==> src/rtl/i2c_reg_pkg.sv <==
// ----------------------------------------------------------------------------
// i2c_reg_pkg
// Shared definitions for the single-register I2C sequencers (i2c_read_reg and
// i2c_write_reg), which sit side by side on one I2C master and one timeout
// timer.
//   - FSM state encodings (also exported on state_out for debug)
//   - default timeout select driven on timer_param
//   - command flag bundle type
//   - bus predicates: "bus valid" (ready to start a transfer) and
//     "bus free" (master has released the bus)
// ----------------------------------------------------------------------------
package i2c_reg_pkg;

    localparam logic [3:0] S_IDLE      = 4'd0;
    localparam logic [3:0] S_VALIDATE  = 4'd1;
    localparam logic [3:0] S_CMD_WR    = 4'd2;
    localparam logic [3:0] S_ADDR_BYTE = 4'd3;
    localparam logic [3:0] S_CMD_RD    = 4'd4;
    localparam logic [3:0] S_DATA_IN   = 4'd5;
    localparam logic [3:0] S_FREE      = 4'd6;
    localparam logic [3:0] S_MID_FREE  = 4'd7;

    localparam logic [3:0] TIMER_PARAM_DEFAULT = 4'b0001;

    // Command flags in the order the master's command port lists them.
    typedef struct packed {
        logic start;
        logic read;
        logic write_multiple;
        logic stop;
    } i2c_cmd_flags_t;

    localparam i2c_cmd_flags_t CMD_FLAGS_NONE = 4'b0000;

    // No transfer in flight and the master is not holding the bus.
    function automatic logic bus_valid(input logic bus_busy, input logic bus_active);
        return ~bus_busy & ~bus_active;
    endfunction

    // Master has finished and released bus control (STOP has gone out).
    function automatic logic bus_free(input logic bus_busy, input logic bus_control);
        return ~bus_busy & ~bus_control;
    endfunction

endpackage

==> src/rtl/i2c_read_reg.sv <==
// ----------------------------------------------------------------------------
// i2c_read_reg
// Single-register I2C read sequencer. On a start pulse in idle it latches the
// device and register address, waits for the bus, writes the register pointer
// to the device, re-addresses it for a one-byte read, captures the byte into
// `data`, waits for the bus to be released and pulses `done`. A timeout or a
// missed ACK aborts with a one-cycle `message_failure` pulse.
//
// Build option:
//   I2C_READ_REG_REPSTART_EN  defined   : pointer write has stop=0 and the read
//                                         command follows with a repeated start.
//                             undefined : pointer write has stop=1 and the FSM
//                                         waits in S_MID_FREE for the bus to be
//                                         released before the read command.
//
// Ports:
//   clk, reset               system clock, synchronous active-high reset
//   dev_address, reg_address request addresses, sampled with start
//   start                    one-cycle request, honoured only in S_IDLE
//   data, done,              read byte (held), completion pulse,
//   message_failure          failure pulse
//   timer_*                  external timeout timer control / expiry
//   i2c_cmd_*                command stream to the I2C master
//   i2c_data_out_*           write stream to the master
//   i2c_data_in_*            read stream from the master
//   i2c_bus_*, i2c_missed_ack master status
//   state_out                current FSM state for debug
// All outputs come straight from flops.
// ----------------------------------------------------------------------------
module i2c_read_reg
    import i2c_reg_pkg::*;
#(
    parameter logic [3:0] TIMEOUT_PARAM = TIMER_PARAM_DEFAULT
) (
    input  logic       clk,
    input  logic       reset,
    input  logic [6:0] dev_address,
    input  logic [7:0] reg_address,
    input  logic       start,
    output logic [7:0] data,
    output logic       done,
    output logic       message_failure,
    input  logic       timer_exp,
    output logic       timer_start,
    output logic       timer_reset,
    output logic [3:0] timer_param,
    output logic [6:0] i2c_cmd_address,
    output logic       i2c_cmd_start,
    output logic       i2c_cmd_read,
    output logic       i2c_cmd_write_multiple,
    output logic       i2c_cmd_stop,
    output logic       i2c_cmd_valid,
    input  logic       i2c_cmd_ready,
    output logic [7:0] i2c_data_out,
    output logic       i2c_data_out_valid,
    input  logic       i2c_data_out_ready,
    output logic       i2c_data_out_last,
    input  logic [7:0] i2c_data_in,
    input  logic       i2c_data_in_valid,
    output logic       i2c_data_in_ready,
    input  logic       i2c_data_in_last,
    input  logic       i2c_bus_busy,
    input  logic       i2c_bus_control,
    input  logic       i2c_bus_active,
    input  logic       i2c_missed_ack,
    output logic [3:0] state_out
);

`ifdef I2C_READ_REG_REPSTART_EN
    localparam logic WR_CMD_STOP = 1'b0;
`else
    localparam logic WR_CMD_STOP = 1'b1;
`endif

    localparam i2c_cmd_flags_t WR_CMD_FLAGS = '{start: 1'b1, read: 1'b0,
                                                write_multiple: 1'b1, stop: WR_CMD_STOP};
    localparam i2c_cmd_flags_t RD_CMD_FLAGS = '{start: 1'b1, read: 1'b1,
                                                write_multiple: 1'b0, stop: 1'b1};

    logic [3:0]     state_q,          state_d;
    logic [6:0]     dev_addr_q,       dev_addr_d;
    logic [7:0]     reg_addr_q,       reg_addr_d;
    logic [7:0]     data_q,           data_d;
    logic           done_q,           done_d;
    logic           fail_q,           fail_d;
    logic           timer_start_q,    timer_start_d;
    logic           timer_reset_q,    timer_reset_d;
    logic [3:0]     timer_param_q,    timer_param_d;
    logic [6:0]     cmd_address_q,    cmd_address_d;
    i2c_cmd_flags_t cmd_flags_q,      cmd_flags_d;
    logic           cmd_valid_q,      cmd_valid_d;
    logic [7:0]     data_out_q,       data_out_d;
    logic           data_out_valid_q, data_out_valid_d;
    logic           data_out_last_q,  data_out_last_d;
    logic           data_in_ready_q,  data_in_ready_d;

    logic cmd_xfer;
    logic wr_xfer;
    logic rd_xfer;
    logic unused_inputs;

    assign cmd_xfer = cmd_valid_q & i2c_cmd_ready;
    assign wr_xfer  = data_out_valid_q & i2c_data_out_ready;
    assign rd_xfer  = data_in_ready_q & i2c_data_in_valid;

    // A short final read is still a complete one-byte read, so the last flag
    // carries no information here.
    assign unused_inputs = i2c_data_in_last;

    // Next-state and next-output logic of the read sequencer.
    always_comb begin
        state_d          = state_q;
        dev_addr_d       = dev_addr_q;
        reg_addr_d       = reg_addr_q;
        data_d           = data_q;
        done_d           = 1'b0;
        fail_d           = 1'b0;
        timer_start_d    = 1'b0;
        timer_reset_d    = timer_reset_q;
        timer_param_d    = TIMEOUT_PARAM;
        cmd_address_d    = cmd_address_q;
        cmd_flags_d      = cmd_flags_q;
        cmd_valid_d      = cmd_valid_q;
        data_out_d       = data_out_q;
        data_out_valid_d = data_out_valid_q;
        data_out_last_d  = data_out_last_q;
        data_in_ready_d  = data_in_ready_q;

        // Every non-idle state is a timed wait; a missed ACK or an expired
        // timer abandons the transaction from wherever it is. Neither can
        // coincide with done, since both suppress the normal transitions.
        if ((state_q != S_IDLE) && (i2c_missed_ack || timer_exp)) begin
            state_d          = S_IDLE;
            fail_d           = 1'b1;
            timer_reset_d    = 1'b1;
            cmd_flags_d      = CMD_FLAGS_NONE;
            cmd_valid_d      = 1'b0;
            data_out_valid_d = 1'b0;
            data_out_last_d  = 1'b0;
            data_in_ready_d  = 1'b0;
        end else begin
            case (state_q)
                S_IDLE: begin
                    if (start) begin
                        dev_addr_d    = dev_address;
                        reg_addr_d    = reg_address;
                        state_d       = S_VALIDATE;
                        timer_start_d = 1'b1;
                        timer_reset_d = 1'b0;
                    end else begin
                        timer_reset_d = 1'b1;
                    end
                end

                S_VALIDATE: begin
                    if (bus_valid(i2c_bus_busy, i2c_bus_active)) begin
                        state_d       = S_CMD_WR;
                        timer_start_d = 1'b1;
                        cmd_address_d = dev_addr_q;
                        cmd_flags_d   = WR_CMD_FLAGS;
                        cmd_valid_d   = 1'b1;
                    end else begin
                        state_d = S_VALIDATE;
                    end
                end

                S_CMD_WR: begin
                    if (cmd_xfer) begin
                        state_d          = S_ADDR_BYTE;
                        timer_start_d    = 1'b1;
                        cmd_valid_d      = 1'b0;
                        data_out_d       = reg_addr_q;
                        data_out_valid_d = 1'b1;
                        data_out_last_d  = 1'b1;
                    end else begin
                        state_d = S_CMD_WR;
                    end
                end

                S_ADDR_BYTE: begin
                    if (wr_xfer) begin
                        timer_start_d    = 1'b1;
                        data_out_valid_d = 1'b0;
                        data_out_last_d  = 1'b0;
`ifdef I2C_READ_REG_REPSTART_EN
                        state_d          = S_CMD_RD;
                        cmd_address_d    = dev_addr_q;
                        cmd_flags_d      = RD_CMD_FLAGS;
                        cmd_valid_d      = 1'b1;
`else
                        state_d          = S_MID_FREE;
`endif
                    end else begin
                        state_d = S_ADDR_BYTE;
                    end
                end

                // Only reached when the pointer write ends with its own STOP.
                S_MID_FREE: begin
                    if (bus_free(i2c_bus_busy, i2c_bus_control)) begin
                        state_d       = S_CMD_RD;
                        timer_start_d = 1'b1;
                        cmd_address_d = dev_addr_q;
                        cmd_flags_d   = RD_CMD_FLAGS;
                        cmd_valid_d   = 1'b1;
                    end else begin
                        state_d = S_MID_FREE;
                    end
                end

                S_CMD_RD: begin
                    if (cmd_xfer) begin
                        state_d         = S_DATA_IN;
                        timer_start_d   = 1'b1;
                        cmd_valid_d     = 1'b0;
                        data_in_ready_d = 1'b1;
                    end else begin
                        state_d = S_CMD_RD;
                    end
                end

                S_DATA_IN: begin
                    if (rd_xfer) begin
                        state_d         = S_FREE;
                        timer_start_d   = 1'b1;
                        data_d          = i2c_data_in;
                        data_in_ready_d = 1'b0;
                    end else begin
                        state_d = S_DATA_IN;
                    end
                end

                // done is only reported once the master has let go of the bus,
                // so the sibling sequencer can be granted straight away.
                S_FREE: begin
                    if (bus_free(i2c_bus_busy, i2c_bus_control)) begin
                        state_d       = S_IDLE;
                        done_d        = 1'b1;
                        timer_reset_d = 1'b1;
                        cmd_flags_d   = CMD_FLAGS_NONE;
                    end else begin
                        state_d = S_FREE;
                    end
                end

                default: begin
                    state_d          = S_IDLE;
                    timer_reset_d    = 1'b1;
                    cmd_flags_d      = CMD_FLAGS_NONE;
                    cmd_valid_d      = 1'b0;
                    data_out_valid_d = 1'b0;
                    data_out_last_d  = 1'b0;
                    data_in_ready_d  = 1'b0;
                end
            endcase
        end
    end

    // State and output registers; reset returns every output to its idle value.
    always_ff @(posedge clk) begin
        if (reset) begin
            state_q          <= S_IDLE;
            dev_addr_q       <= 7'h00;
            reg_addr_q       <= 8'h00;
            data_q           <= 8'h00;
            done_q           <= 1'b0;
            fail_q           <= 1'b0;
            timer_start_q    <= 1'b0;
            timer_reset_q    <= 1'b1;
            timer_param_q    <= TIMEOUT_PARAM;
            cmd_address_q    <= 7'h00;
            cmd_flags_q      <= CMD_FLAGS_NONE;
            cmd_valid_q      <= 1'b0;
            data_out_q       <= 8'h00;
            data_out_valid_q <= 1'b0;
            data_out_last_q  <= 1'b0;
            data_in_ready_q  <= 1'b0;
        end else begin
            state_q          <= state_d;
            dev_addr_q       <= dev_addr_d;
            reg_addr_q       <= reg_addr_d;
            data_q           <= data_d;
            done_q           <= done_d;
            fail_q           <= fail_d;
            timer_start_q    <= timer_start_d;
            timer_reset_q    <= timer_reset_d;
            timer_param_q    <= timer_param_d;
            cmd_address_q    <= cmd_address_d;
            cmd_flags_q      <= cmd_flags_d;
            cmd_valid_q      <= cmd_valid_d;
            data_out_q       <= data_out_d;
            data_out_valid_q <= data_out_valid_d;
            data_out_last_q  <= data_out_last_d;
            data_in_ready_q  <= data_in_ready_d;
        end
    end

    assign data                   = data_q;
    assign done                   = done_q;
    assign message_failure        = fail_q;
    assign timer_start            = timer_start_q;
    assign timer_reset            = timer_reset_q;
    assign timer_param            = timer_param_q;
    assign i2c_cmd_address        = cmd_address_q;
    assign i2c_cmd_start          = cmd_flags_q.start;
    assign i2c_cmd_read           = cmd_flags_q.read;
    assign i2c_cmd_write_multiple = cmd_flags_q.write_multiple;
    assign i2c_cmd_stop           = cmd_flags_q.stop;
    assign i2c_cmd_valid          = cmd_valid_q;
    assign i2c_data_out           = data_out_q;
    assign i2c_data_out_valid     = data_out_valid_q;
    assign i2c_data_out_last      = data_out_last_q;
    assign i2c_data_in_ready      = data_in_ready_q;
    assign state_out              = state_q;

endmodule

==> config.mk <==
export PLATFORM = sky130hd
export DESIGN_NAME = i2c_read_reg
export DESIGN_NICKNAME = d
export VERILOG_FILES = /design/src/rtl/i2c_reg_pkg.sv /design/src/rtl/i2c_read_reg.sv
export SDC_FILE = /design/constraint.sdc
export NUM_CORES = 1
export LEC_CHECK = 0
export ABC_AREA = 0
export CAP_MARGIN = 0
export CELL_PAD_IN_SITES_DETAIL_PLACEMENT = 0
export CELL_PAD_IN_SITES_GLOBAL_PLACEMENT = 1
export CORE_MARGIN = 5
export CORE_UTILIZATION = 34
export DETAILED_ROUTE_END_ITERATION = 7
export GPL_ROUTABILITY_DRIVEN = 0
export GPL_TIMING_DRIVEN = 0
export PLACE_DENSITY = 0.88
export RECOVER_POWER = 50
export SYNTH_ARGS = -nofsm -noshare
export SYNTH_HDL_FRONTEND = slang
export SYNTH_SLANG_ARGS = --single-unit
==> constraint.sdc <==
create_clock -name clk -period 3.45 [get_ports clk]
set_clock_uncertainty 0.05 [all_clocks]
set_input_delay 0.69 -clock clk [delete_from_list [all_inputs] [get_ports clk]]
set_output_delay 0.69 -clock clk [all_outputs]
set_load 0.03 [all_outputs]
; After elaboration in Yosys (flattened, before gate mapping)
; Index checks and enable logic that the tools add are counted.
[word_totals]
reg_bits = 53
inputBits = 35
[op_classes]
eq_ne = 16
n_mux = 35
n_bitwise = 15
reduce_logical = 22
[op_table]
columns = cell, n
row1 = $pmux W4 S8, 1
row2 = $reduce_or A6 Y1, 3
row3 = $eq A4 B3 Y1 const B, 4
row4 = $mux W1, 16
row5 = $mux W4, 4
row6 = $ne A2 B2 Y1 const B, 8
row7 = $pmux W4 S4, 1
row8 = $reduce_and A3 Y1, 5
row9 = $mux W7, 2
row10 = $pmux W7 S2, 1
row11 = $reduce_and A4 Y1, 3
row12 = $not A1 Y1, 10
row13 = $pmux W1 S3, 3
row14 = $eq A4 B2 Y1 const B, 2
row15 = $mux W2, 3
row16 = $mux W3, 2
row17 = $pmux W1 S6, 1
row18 = $and A1 B1 Y1, 5
row19 = $reduce_or A5 Y1, 1
row20 = $eq A4 B1 Y1 const B, 1
row21 = $logic_not A4 Y1, 1
row22 = $pmux W1 S4, 1
row23 = $reduce_bool A4 Y1, 1
row24 = $reduce_or A2 Y1, 2
row25 = other kinds (7), 7

; Longest topological paths before layout
[depth]
ltp_word = 4
ltp_mapped = 7
depth_no_buf = 4

; Worst setup path after synthesis
; Ideal clock, no wire load.
[synth_timing]
path_type = register to register
start = register state_q[2], in the netlist state_out[2]
end = register data_out_q[0], in the netlist i2c_data_out[0]
setup_time_ps = 128
arrival_ps = 1825
t_required_ps = 3272
slack_ps = 1448
stages_incl_launch_ff = 6
period_less_slack_ps = 2002
path_cell_list = dfxtp_1 buf_6 o32a_4 nor4_4 mux2i_1 nor2_1
[synth_between]
elab_chain_cells = 4
elab_cells_between_ends = 5
cone_classes = eq/ne (1) / bitwise (1) / reduce/logical (3)
[synth_rtl]
columns = item, line_no
row1 = start: declaration, i2c_read_reg.sv:80  ; logic [3:0] state_q, state_d;
row2 = start signal: assignment, i2c_read_reg.sv:279  ; state_q <= state_d;
row3 = $reduce_bool A4 Y1, i2c_read_reg.sv:132  ; if ((state_q != S_IDLE) && (i2c_missed_ack || timer_exp)) begin
row4 = $logic_and A1 B1 Y1, i2c_read_reg.sv:132
row5 = $not A1 Y1 (no line), n/a
row6 = $reduce_and A3 Y1 (no line) (*), n/a
row7 = end signal: assignment, i2c_read_reg.sv:291  ; data_out_q <= data_out_d;
row8 = end: declaration, i2c_read_reg.sv:92  ; logic [7:0] data_out_q, data_out_d;
; Mark *: on every way between the ends. The rest lies on a longest branch, timed or not.
; A chain may end at the register's enable or synchronous reset.

; Worst setup path after layout
[layout_timing]
start = input timer_exp
end = register data_out_q[3], in the netlist i2c_data_out[3]
[layout_between]
elab_chain_cells = 4
[layout_rtl]
columns = item, line_no
row1 = start: declaration, i2c_read_reg.sv:43  ; input logic timer_exp,
row2 = $logic_or A1 B1 Y1, i2c_read_reg.sv:132
row3 = $logic_and A1 B1 Y1, i2c_read_reg.sv:132
row4 = $not A1 Y1 (no line), n/a
row5 = $reduce_and A3 Y1 (no line), n/a
; No other way between the ends.

==> flow_summary.yaml <==
status:
  status: "finished clean"
die:
  initial_utilization_pct: 35.0
  io_pins: 78
  core.rowCount: 28
  die_y_um: 88.3
  floorplan.die_area_um2: 7800
  design.core.area_um2: 5960
  die-width_um: 88.3
clock_tree:
  cts_tree: "yes"
  root_buffer: "sky130_fd_sc_hd__clkbuf_8"
  clk_transition_reported_paths_ns: 0.09
  clk_path_buf_depth: 2
  cts_buffers: 5
  cts-hold-fix-buffers: 0
  clock_sink_count: 51
  worst_skew_pair.late_latency_ns: 0.30
  ctsResizeCount: 0
  post_cts_buffers: 0
  clock_tree.htree_level_count: 2
placement:
  post-dp-hpwl_mm: 3.97
  number_of_i_o_port_buffers: 70
  placedCellCount: 382
worst_setup_path:
  crit_chain: "dlygate4sd3_1 -> o32a_1 -> nor4_4 -> mux2i_1 -> nor2_1"
  critPathSlowestCell: "sky130_fd_sc_hd__nor4_4"
  worst-path-stages: 5
  crit_buf_inv: 1
  worst_path_dominant_cell_family: "simple AND/OR/NAND/NOR gates"
  timing.critical_path.from_type: "primary input"
  critPathMaxStageDelay_ns: 0.74
  critical_path_arrival_ns: 2.64
  endpoint_kind: "flop"
  crit_start: "timer_exp"
  worst-path-max-fanout: 8
  cp_required_ns: 3.57
  worst_r2r_startpoint: "state_out[1]$_SDFFE_PP0P_"
  worst-setup-path-type: "primary input to flop"
  timing.reg2reg.worst_path_depth: 5
drt:
  num_vias: 1868
  viasPerCell: 4.79
  initialDrtViolationCount: 82
  drtPass1Iterations: 4
  ant_nets: 0
  wl_per_cell_um: 13.6
  routed_wl_mm: 5.30
  drc: 0
global_routing:
  grt_pass1_wl_mm: 8.37
  first_global_vias: 1748
  largest_net_degree_at_the_start_of_global_routing: 16
  grt-ovfl-total: 0
  antenna_found_initial: 0
  grt_util_all_layers_pct: 13.7
  grt.met1_usage_pct: 17.1
  grtUsageMet3_pct: 4.93
  gr-max-usage-layer: "met2"
  global_route_met2_usage_pct: 22.5
layout:
  area_delta_synth_final_pct: 42.6
  post_route_cells_drive_above_1_share_pct: 6.67
  final-instance-count-excl-fill: 390
  n_antenna_cell: 0
  final_nets: 349
yosys:
  syn_avg_cell_area_um2: 8.92
  synth_top_flop_cell: "sky130_fd_sc_hd__dfxtp_1"
  mappedNetlistArea_um2: 2090
  synth.ff_latch_count: 51
  synth_cell_types: 38
  synthesis.instances: 234
  postSynth.asyncResetShare_pct: 0
  synthesis.yosys.warnings: 0
  seq_area_frac_synth_pct: 48.9
  number_of_flops_mapped_to_enable_cells_by_yosys: 0
power:
  cellLeakagePower_nw: 1.17
  vdd_ir_drop_max_uv: 252
  internal_power_mw: 0.853
  seqPwrFrac_pct: 53.7
  p_comb_share_pct: 15.2
  net-switching-power_mw: 0.305
  power.density_cell_area_nw_per_um2: 389
  power.share.switching_pct: 26.3
  total_power_mw: 1.16
  clk_network_pwr_share_pct: 31.1
min_path:
  hold_path_startpoint: "dev_addr_q[1]$_SDFFE_PP0P_"
  worst_hold_path_type: "flop to flop"
  timing.hold.worst_path_depth: 2
run:
  max-cap-violations: 0
timing:
  final.period_utilization_pct: 73.0
  slew_worst_pin_ns: 0.795
  grt_setup_unrepaired: "no"
  setup_viol: 0
  timing.final.max_slew_violations: 0
  final_period_minus_worst_setup_slack_ns: 2.52
  slew_headroom_pct: 46.6
  hold_violations: 0
  finalSetupTns_ns: 0
  max_freq_mhz: 397
==> cell families (layout without fill, tap and decap cells) <==
group / after synthesis / count (layout) / share of synthesized area (%)
mux: 23 / 23 / 11.0
buf+inv: 24 / 102 / 5.93
simple gates: 91 / 91 / 20.4
xor+xnor: 1 / 1 / 0.420
flops: 51 / 51 / 48.9
other cells: 2 / 5 / 0.360
compound gates: 42 / 42 / 13.0
==> power by group through the flow <==
stage,Combinational (mW),Clock (mW),Sequential [mW]
after floorplan,0.0901,0,0.647
after global placement,0.180,0,0.636
after detailed placement,0.180,0,0.636
after CTS,0.181,0.373,0.622
after global routing,0.192,0.399,0.624
final,0.176,0.359,0.622
==> through the flow <==
stage	setup slack, ns	cell area (um2)	hold slack [ns]	util [%]
after floorplan	1.45	2100	0.386	-
after global placement	0.810	2890	0.393	48.6
after detailed placement	0.782	2890	0.398	48.6
after CTS	1.10	2990	0.411	50.2
after global routing	0.851	2980	0.430	50.0
final	0.933	2980	0.410	50.0
==> worst paths after layout <==
kind / endpoint / slack (ns)
max reg2reg: i2c_data_out[3]$_SDFFE_PP0P_ / 1.23
min reg2reg: dev_addr_q[1]$_SDFFE_PP0P_ / 0.41
max: i2c_data_out[3]$_SDFFE_PP0P_ / 0.93
min: dev_addr_q[1]$_SDFFE_PP0P_ / 0.41
==> cells in the final DEF (no fill, tap or decap), drive strengths merged, types with 2 or more instances in the layout <==
master,count
dfxtp,51
clkdlybuf4s50,42
nand2,36
nor2,31
dlygate4sd3,28
mux2i,23
a21oi,22
clkbuf,20
nor3,8
buf,8
o21ai,7
conb,5
nand2b,4
or2,3
inv,3
a31oi,2
==> state kept, by name, indices dropped and copies added, names as in the netlist, 3 cells and up <==
signal and cells:
i2c_data_out 8, dev_addr_q 7, reg_addr_q 8, data 8, state_out 3, i2c_cmd_address 7
==> cell usage after synthesis (all sizes together) (2+ instances only) <==
library cell  instances  share of area, %
nand2                36               6.5
nor2                 31               5.6
inv                   3              0.54
or2                   3              0.90
dfxtp                51                49
a21oi                22               5.3
buf                   9               3.2
clkbuf               12               2.2
mux2i                23                11
nor3                  8               2.5
conb                  2              0.36
a31oi                 2              0.60
nand2b                4               1.2
o21ai                 7               1.7
==> worst reg2reg max path, stage by stage (launching register included) <==
cell	delay, ns
sky130_fd_sc_hd__dfxtp_1	0.32
sky130_fd_sc_hd__clkbuf_1	0.20
sky130_fd_sc_hd__o32a_1	0.44
sky130_fd_sc_hd__nor4_4	0.75
sky130_fd_sc_hd__mux2i_1	0.27
sky130_fd_sc_hd__nor2_1	0.06
==> cell type report <==
cell class | count | area [um2]
buffer | 21 | 113
clock buffer | 7 | 86.3
clock inverter | 1 | 8.76
fill | 580 | 2980
inverter | 3 | 11.3
multi-input combinational | 162 | 941
sequential | 51 | 1020
tap | 75 | 93.8
timing repair buffer | 70 | 701
==> per-layer routing <==
layer,part of all wire (%),vias to the layer above
met3,9.1,4
met1,43,857
met2,47,67
met5,0,-
met4,0.45,0
li1,-,940
Power figures use the tool's default switching activity.
